$ cat src/rtl/reg_bank_pkg.sv
// Shared definitions for the register bank reader: default geometry and FSM states.
package reg_bank_pkg;

  localparam int W_DEF  = 4;
  localparam int N_DEF  = 4;
  localparam int AW_DEF = 2;

  typedef enum logic [1:0] {
    IDLE = 2'd0,
    SCAN = 2'd1,
    DONE = 2'd2
  } state_e;

endpackage

$ cat src/rtl/reg_bank_cell.sv
// One bank entry: W-bit register with write enable and asynchronous active-low clear.
module reg_bank_cell #(
  parameter int W = 4
) (
  input  logic         clk,
  input  logic         rst,
  input  logic         we,
  input  logic [W-1:0] d,
  output logic [W-1:0] q
);

  logic [W-1:0] data_q;
  logic [W-1:0] data_d;

  always_comb begin
    data_d = data_q;
    if (we) data_d = d;
  end

  always_ff @(posedge clk or negedge rst) begin
    if (!rst) data_q <= '0;
    else      data_q <= data_d;
  end

  assign q = data_q;

endmodule

$ cat src/rtl/reg_bank_reader.sv
// Register bank with single-entry reads and a full sequential scan, all outputs registered.
//   state | meaning
//   IDLE  | accept rd_req / scan_start
//   SCAN  | present one entry per cycle, index 0..N-1
//   DONE  | one-cycle scan_done pulse, then back to IDLE
module reg_bank_reader
  import reg_bank_pkg::*;
#(
  parameter int W  = W_DEF,
  parameter int N  = N_DEF,
  parameter int AW = AW_DEF
) (
  input  logic          clk,
  input  logic          rst,
  input  logic          wen,
  input  logic [AW-1:0] waddr,
  input  logic [W-1:0]  wdata,
  input  logic          rd_req,
  input  logic [AW-1:0] rd_addr,
  input  logic          scan_start,
  output logic          rd_valid,
  output logic [W-1:0]  rd_data,
  output logic [AW-1:0] rd_idx,
  output logic          busy,
  output logic          scan_done
);

  logic [N-1:0]  we_dec;
  logic [W-1:0]  bank [N];

  for (genvar gi = 0; gi < N; gi++) begin : g_cell
    assign we_dec[gi] = wen && (waddr == AW'(gi));

    reg_bank_cell #(.W(W)) u_cell (
      .clk (clk),
      .rst (rst),
      .we  (we_dec[gi]),
      .d   (wdata),
      .q   (bank[gi])
    );
  end

  state_e        state_q, state_d;
  logic [AW-1:0] idx_q, idx_d;
  logic          rd_valid_q, rd_valid_d;
  logic [W-1:0]  rd_data_q, rd_data_d;
  logic [AW-1:0] rd_idx_q, rd_idx_d;
  logic          busy_q, busy_d;
  logic          scan_done_q, scan_done_d;

  logic [AW-1:0] sel_addr;
  logic [W-1:0]  fwd_data;

  // Address of the entry registered on this edge: scan start, next scan entry, or single read.
  always_comb begin
    sel_addr = rd_addr;
    if (state_q == IDLE && scan_start) sel_addr = '0;
    else if (state_q == SCAN)          sel_addr = idx_q + AW'(1);
  end

  // A write landing on the same edge wins over the stored value.
  assign fwd_data = (wen && (waddr == sel_addr)) ? wdata : bank[sel_addr];

  always_comb begin
    state_d     = state_q;
    idx_d       = idx_q;
    rd_valid_d  = 1'b0;
    rd_data_d   = rd_data_q;
    rd_idx_d    = rd_idx_q;
    busy_d      = busy_q;
    scan_done_d = 1'b0;

    case (state_q)
      IDLE: begin
        busy_d = 1'b0;
        if (scan_start) begin
          state_d    = SCAN;
          idx_d      = '0;
          busy_d     = 1'b1;
          rd_valid_d = 1'b1;
          rd_idx_d   = sel_addr;
          rd_data_d  = fwd_data;
        end else if (rd_req) begin
          rd_valid_d = 1'b1;
          rd_idx_d   = sel_addr;
          rd_data_d  = fwd_data;
        end
      end
      SCAN: begin
        busy_d = 1'b1;
        if (idx_q == AW'(N - 1)) begin
          state_d     = DONE;
          idx_d       = '0;
          scan_done_d = 1'b1;
        end else begin
          idx_d      = sel_addr;
          rd_valid_d = 1'b1;
          rd_idx_d   = sel_addr;
          rd_data_d  = fwd_data;
        end
      end
      DONE: begin
        state_d = IDLE;
        busy_d  = 1'b0;
      end
      default: begin
        state_d = IDLE;
        idx_d   = '0;
        busy_d  = 1'b0;
      end
    endcase
  end

  always_ff @(posedge clk or negedge rst) begin
    if (!rst) begin
      state_q     <= IDLE;
      idx_q       <= '0;
      rd_valid_q  <= 1'b0;
      rd_data_q   <= '0;
      rd_idx_q    <= '0;
      busy_q      <= 1'b0;
      scan_done_q <= 1'b0;
    end else begin
      state_q     <= state_d;
      idx_q       <= idx_d;
      rd_valid_q  <= rd_valid_d;
      rd_data_q   <= rd_data_d;
      rd_idx_q    <= rd_idx_d;
      busy_q      <= busy_d;
      scan_done_q <= scan_done_d;
    end
  end

  assign rd_valid  = rd_valid_q;
  assign rd_data   = rd_data_q;
  assign rd_idx    = rd_idx_q;
  assign busy      = busy_q;
  assign scan_done = scan_done_q;

endmodule

$ cat config.mk
export PLATFORM = sky130hd
export DESIGN_NAME = reg_bank_reader
export DESIGN_NICKNAME = d
export VERILOG_FILES = /design/src/rtl/reg_bank_pkg.sv /design/src/rtl/reg_bank_cell.sv /design/src/rtl/reg_bank_reader.sv
export SDC_FILE = /design/constraint.sdc
export NUM_CORES = 1
export LEC_CHECK = 0
export BUFFER_PORTS_ARGS = -buffer_cell sky130_fd_sc_hd__buf_2
export CAP_MARGIN = 10
export CORE_ASPECT_RATIO = 0.75
export CORE_MARGIN = 4
export CORE_UTILIZATION = 55
export CTS_BUF_LIST = sky130_fd_sc_hd__clkbuf_8 sky130_fd_sc_hd__clkbuf_16
export DETAILED_ROUTE_END_ITERATION = 8
export PLACE_DENSITY = 0.79
export SYNTH_ARGS = -nofsm -noshare
export SYNTH_HDL_FRONTEND = slang
export SYNTH_HIERARCHICAL = 1
export SYNTH_SLANG_ARGS = --single-unit
export TNS_END_PERCENT = 50
$ cat constraint.sdc
create_clock -name clk -period 4 [get_ports clk]
set_input_delay 0.6 -clock clk [delete_from_list [all_inputs] [get_ports clk]]
set_output_delay 0.6 -clock clk [all_outputs]
set_load 0.05 [all_outputs]
# Word-level counts from Yosys, hierarchy flattened
# Index checks and enable logic that the tools add are counted.
dict set report totals {
  word_cells 66
  input_bits 13
  reg_bits 29
  output_inout_bits 9
}
dict set report op_classes {
  reduce_logical 12
  eq_ne 11
  magnitude_cmp 1
  mux 28
  bitwise 2
  addsub 1
}
# operator n
set op_table {}
lappend op_table {{4-bit 2-to-1 mux} 6}
lappend op_table {{2-bit 2-to-1 mux} 9}
lappend op_table {{4-bit binary-select mux with 2-bit select} 1}
lappend op_table {{2-bit equality test, second input constant} 4}
lappend op_table {{2-bit case mux with 2 select lines} 2}
lappend op_table {{4-bit case mux with 2 select lines} 1}
lappend op_table {{1-bit logical AND} 6}
lappend op_table {{1-bit 2-to-1 mux} 6}
lappend op_table {{2-bit case mux with 3 select lines} 1}
lappend op_table {{2-bit by 1-bit equality test with 1-bit output, second input constant} 2}
lappend op_table {{2-bit logical NOT} 2}
lappend op_table {{2-bit != test, second input constant} 2}
lappend op_table {{1-bit case mux with 2 select lines} 2}
lappend op_table {{2-bit AND reduction} 2}
lappend op_table {{3-bit greater-or-equal comparator, second input constant} 1}
lappend op_table {{3-bit != test, second input constant} 1}
lappend op_table {{2-bit NOT with 3-bit output} 1}
lappend op_table {{3-bit AND reduction} 1}
lappend op_table {{2-bit by 1-bit adder with 2-bit output, second input constant} 1}
lappend op_table {{2-bit equality test} 1}
lappend op_table {{2-bit by 1-bit != test with 1-bit output, second input constant} 1}
lappend op_table {{2-bit nonzero test} 1}
lappend op_table {{1-bit NOT} 1}

# Logic depth before layout (Yosys ltp)
dict set report logic_depth {
  ltp_word 11
  ltp_mapped 7
  ltp_nobuf 7
}

# Modules after synthesis
# The synthesis kept the hierarchy.
# mod seq_area_each_um2 cells_per_inst n_inst area_per_inst_um2
set modules_own_cells {}
lappend modules_own_cells {reg_bank_reader 325.3 78 1 792.0}
lappend modules_own_cells {reg_bank_cell 100.1 8 4 145.1}

# Least setup slack after synthesis
# No wires, ideal clock.
dict set report synth_timing {
  kind {input -> register}
  from {input port wen}
  to {register g_cell[0].u_cell.data_q[0]}
  arrival_ns 1.609
  path_buffers 1
  required_time_ns 3.875
  setup_time_ns 0.125
  stages 3
  setup_slack_ns 2.267
  cell_sequence {clkbuf_1 > nor3b_1 > mux2_2}
}
dict set report synth_between {
  elab_chain_len 1
}
# item line
set synth_rtl {}
lappend synth_rtl {{start: declaration} reg_bank_reader.sv:15} ;# input logic wen,
lappend synth_rtl {{1-bit logical AND} reg_bank_reader.sv:32} ;# assign we_dec[gi] = wen && (waddr == AW'(gi));
lappend synth_rtl {{net we_dec[0]} reg_bank_reader.sv:28} ;# logic [N-1:0] we_dec;
lappend synth_rtl {{end signal: assignment} reg_bank_cell.sv:22} ;# else data_q <= data_d;
lappend synth_rtl {{end: declaration} reg_bank_cell.sv:12} ;# logic [W-1:0] data_q;
# The timed path passes the listed nets, and every way through them passes these cells.
# A chain may end at the register's enable or synchronous reset.

# Worst setup path after layout
dict set report layout_timing {
  from {register idx_q[0]}
  to {register rd_data_q[2] (netlist: rd_data[2])}
}
dict set report layout_between {
  elab_chain_len 11
  word_cells_on_any_way 17
  classes_between {1 x add/sub; 3 x eq/ne; 10 x mux; 1 x bitwise; 2 x reduce/logical}
}
# item line
set layout_rtl {}
lappend layout_rtl {{start: declaration} reg_bank_reader.sv:44} ;# logic [AW-1:0] idx_q, idx_d;
lappend layout_rtl {{start signal: assignment} reg_bank_reader.sv:125} ;# idx_q <= idx_d;
lappend layout_rtl {{2-bit by 1-bit adder with 2-bit output} reg_bank_reader.sv:58} ;# else if (state_q == SCAN) sel_addr = idx_q + AW'(1);
lappend layout_rtl {{2-bit 2-to-1 mux} reg_bank_reader.sv:58}
lappend layout_rtl {{2-bit 2-to-1 mux} reg_bank_reader.sv:57} ;# if (state_q == IDLE && scan_start) sel_addr = '0;
lappend layout_rtl {{2-bit NOT with 3-bit output (not written as such)} reg_bank_reader.sv:62} ;# assign fwd_data = (wen && (waddr == sel_addr)) ? wdata : bank[sel_addr];
lappend layout_rtl {{4-bit binary-select mux with 2-bit select} reg_bank_reader.sv:62}
lappend layout_rtl {{4-bit 2-to-1 mux (not written as such) (2 in a row)} reg_bank_reader.sv:62}
lappend layout_rtl {{4-bit 2-to-1 mux} reg_bank_reader.sv:62}
lappend layout_rtl {{4-bit 2-to-1 mux} reg_bank_reader.sv:83} ;# end else if (rd_req) begin
lappend layout_rtl {{4-bit 2-to-1 mux} reg_bank_reader.sv:76} ;# if (scan_start) begin
lappend layout_rtl {{4-bit case mux with 2 select lines} reg_bank_reader.sv:73} ;# case (state_q)
lappend layout_rtl {{end signal: assignment} reg_bank_reader.sv:127} ;# rd_data_q <= rd_data_d;
lappend layout_rtl {{end: declaration} reg_bank_reader.sv:46} ;# logic [W-1:0] rd_data_q, rd_data_d;
# Parallel ways exist; a longest one is shown, timed or not. The select of a mux whose other input is x is not followed.

==> flow_summary_export.csv <==
group,metric,value,unit
clock_network,clk_latency,280,ps
sta,relSlewSlack,0.534,
sta,finalHoldWorstSlack,338,ps
drt,via_count,939,
synth,synth_xor_area_frac,0.0182,
sta,clock_skew,5.02,ps
synth,yosys.cell_types.count,28,
synth,synth_top_family_by_area,"compound AO/OA/AOI/OAI gates",
clock_network,post_cts_buffers,0,
clock_network,clk_pin_slew,60,ps
place,place_ws,1730,ps
place,gp_congestion,0.923,
sta,finalSetupViolCount,0,
die,die_w,65.7,um
place,io_buffers,21,
synth,yosys.area.top_type_share,0.529,
clock_network,cts_max_level,2,
drt,drt_iter0_drc,32,
setup_path,critical_path_arrival,2470,ps
synth,synth_area_per_cell,12.5,um2
synth,synthTopCellsByCount,"dfrtp_1, mux2_2, a21oi_1, and2_1, o21ai_1",
setup_path,r2r_cells,6,
setup_path,critPathMaxFanout,14,
setup_path,crit_cells,6,
place,dpl.cell_count,163,
setup_path,cp-end-kind,"register",
sta,rsz0062_at_grt,"no",
setup_path,crit_required,4200,ps
final_layout,diodes,0,
clock_network,cts_buffers,5,
sta,finalHoldViolCount,0,
place,hpwl,2.00,mm
global_routing,grt_pass1_vias,925,
setup_path,path_buf_inv,1,
final_layout,synthToLayoutAreaGrowth,17.3,%
die,start_util,0.585,
setup_path,r2r-end,"rd_data[2]",
final_layout,finalNonFillerCells,171,
drt,wl,2.73,mm
clock_network,cts-hold-fix-buffers,0,
sta,period_minus_slack,2260,ps
final_layout,utilization,0.686,
global_routing,overflow,0,
setup_path,endpoint,"rd_data[2]",
synth,synth_cells,110,
synth,synth_area,1370,um2
clock_network,clk_path_buf_depth,2,
global_routing,grt_usage,0.193,
power_and_ir_drop,power_density,876,nW/um2
synth,ys_seq_area_frac,0.529,
setup_path,r2r_slack,1740,ps
final_layout,multi_input_area,621,um2
clock_network,cts.sinks,29,
clock_network,cts_tree,"yes",
global_routing,antenna_found_initial,0,
synth,synth_fa_ha_area_frac,0.00912,
synth,synth_compound_area_frac,0.163,
sta,final.period_utilization,0.566,
die,design.die.area,3370,um2
synth,yosysTopAreaCell,"dfrtp_1",
final_layout,drive_above_1_share,0.380,
synth,async_reset_ff_frac,1.00,
drt,firstDrtPassIters,4,
setup_path,crit_path_top_delay_cell,"a2bb2oi_2",
final_layout,regArea,726,um2
setup_path,crit_type,"register to register",
synth,yosysMostFrequentCell,"dfrtp_1",
setup_path,crit_chain,"ha_1 -> inv_1 -> a2bb2oi_2 -> xor2_1 -> a31o_2 -> o21ai_1",
setup_path,start_kind,"register",
sta,fmax,0.442,GHz
setup_path,reg2reg_from,"idx_q[0]",
synth,syn-num-nets,124,
global_routing,grt_max_degree,30,
clock_network,cts-resized-gates,0,
drt,ant_nets,0,
power_and_ir_drop,p_leak,0.734,nW
setup_path,setup.worst_path.start,"idx_q[0]",
synth,synth_mux_area_frac,0.160,
die,rows,15,
job,max_cap_viol_count,0,
synth,synth_edf_count,0,
synth,synthSimpleGateAreaFrac,0.101,
sta,slew_viol_final,0,
synth,yosysWarningCount,6,
setup_path,max_stage_delay,560,ps
synth,synth_ff_type,"dfrtp_1",
hold_path,min-delay-path-class,"input pin to asynchronous set/reset pin",
drt,vias_per_cell,5.49,
global_routing,grt_pass1_wl,4.63,mm
status,outcome,"complete, no violations",
synth,synth-seq-cells,29,
final_layout,nets,150,
final_layout,fill_cells,180,
die,dieHeight,51.3,um
die,ios,22,
sta,tightest_slew,697,ps
setup_path,critPathTopFamily,"compound AO/OA/AOI/OAI gates",
drt,wl_per_cell,15.9,um
synth,synthTopCellsByArea,"dfrtp_1, mux2_2, and2_1, mux2i_1, a21oi_1",
die,coreArea,2350,um2
sta,setup-tns-final,0,ps
drt,drc,0,
power_and_ir_drop,peakVddDrop,0.000365,V
sta,setup_slack,1740,ps
clock_network,root_buffer,"clkbuf_8",
area by class of cell:
cell class,instances,area share
clock buffer,7,0.0598
clock inverter,1,0.00311
inverter,4,0.00932
multi-input combinational,75,0.385
sequential,29,0.451
tap,34,0.0264
timing repair buffer,21,0.0653
per-layer routing:
metal | up-vias | GRT usage | routed length [um]
met2 | 26 | 0.256 | 1200
met4 | 0 | 0.0690 | 31
met5 | - | 0 | 0
li1 | 452 | - | -
met1 | 457 | 0.273 | 1330
met3 | 4 | 0.0879 | 166
worst min path at each step:
stage / end / cells past startpoint
floorplan: busy / 0
global placement: rd_idx[0] / 2
detailed placement: idx_q[1] / 2
CTS: g_cell[2].u_cell/q[2] / 1
global route: rd_idx[1] / 1
finish: rd_data[1] / 1
cells in the final DEF, fill, tap and decap left out, types with 2 or more instances in the layout:
| cell | instances |
|---|---|
| a41oi_1 | 4 |
| nand2b_1 | 5 |
| o31ai_1 | 2 |
| nand2_1 | 5 |
| and3_1 | 3 |
| o21ai_1 | 6 |
| a21oi_1 | 7 |
| mux2_2 | 16 |
| a22o_1 | 4 |
| dfrtp_1 | 29 |
| inv_1 | 3 |
| mux2i_1 | 4 |
| and2_1 | 7 |
| clkbuf_8 | 7 |
| buf_2 | 21 |
state kept, by name (all words and copies together) (netlist names):
register and cells:
busy 1, g_cell.u_cell/q 16, idx_q 2, rd_data 4, rd_idx 2, rd_valid 1
scan_done 1, state_q 2
metrics by stage:
stage | power (W) | area, um2
global route | 0.00151 | 1610
detailed placement | 0.00115 | 1510
CTS | 0.00141 | 1610
floorplan | 0.00101 | 1370
finish | 0.00141 | 1610
global placement | 0.00112 | 1510
logic make-up after synthesis:
family	after synthesis
buffers and inverters	6
muxes	20
and+or+nand+nor	24
DFF	29
adders and majority gates	1
xor gates and xnor gates	2
AOI/OAI and AO/OA	28
where the power goes:
group,internal [W],total [W],switching (W),leakage (nW)
Combinational,0.000271,0.000708,0.000437,0.335
Clock,0.000155,0.000261,0.000106,0.0542
Sequential,0.000388,0.000442,0.0000538,0.345
Total,0.000814,0.00141,0.000597,0.734
No activity file was read; power rests on OpenSTA's default activity.
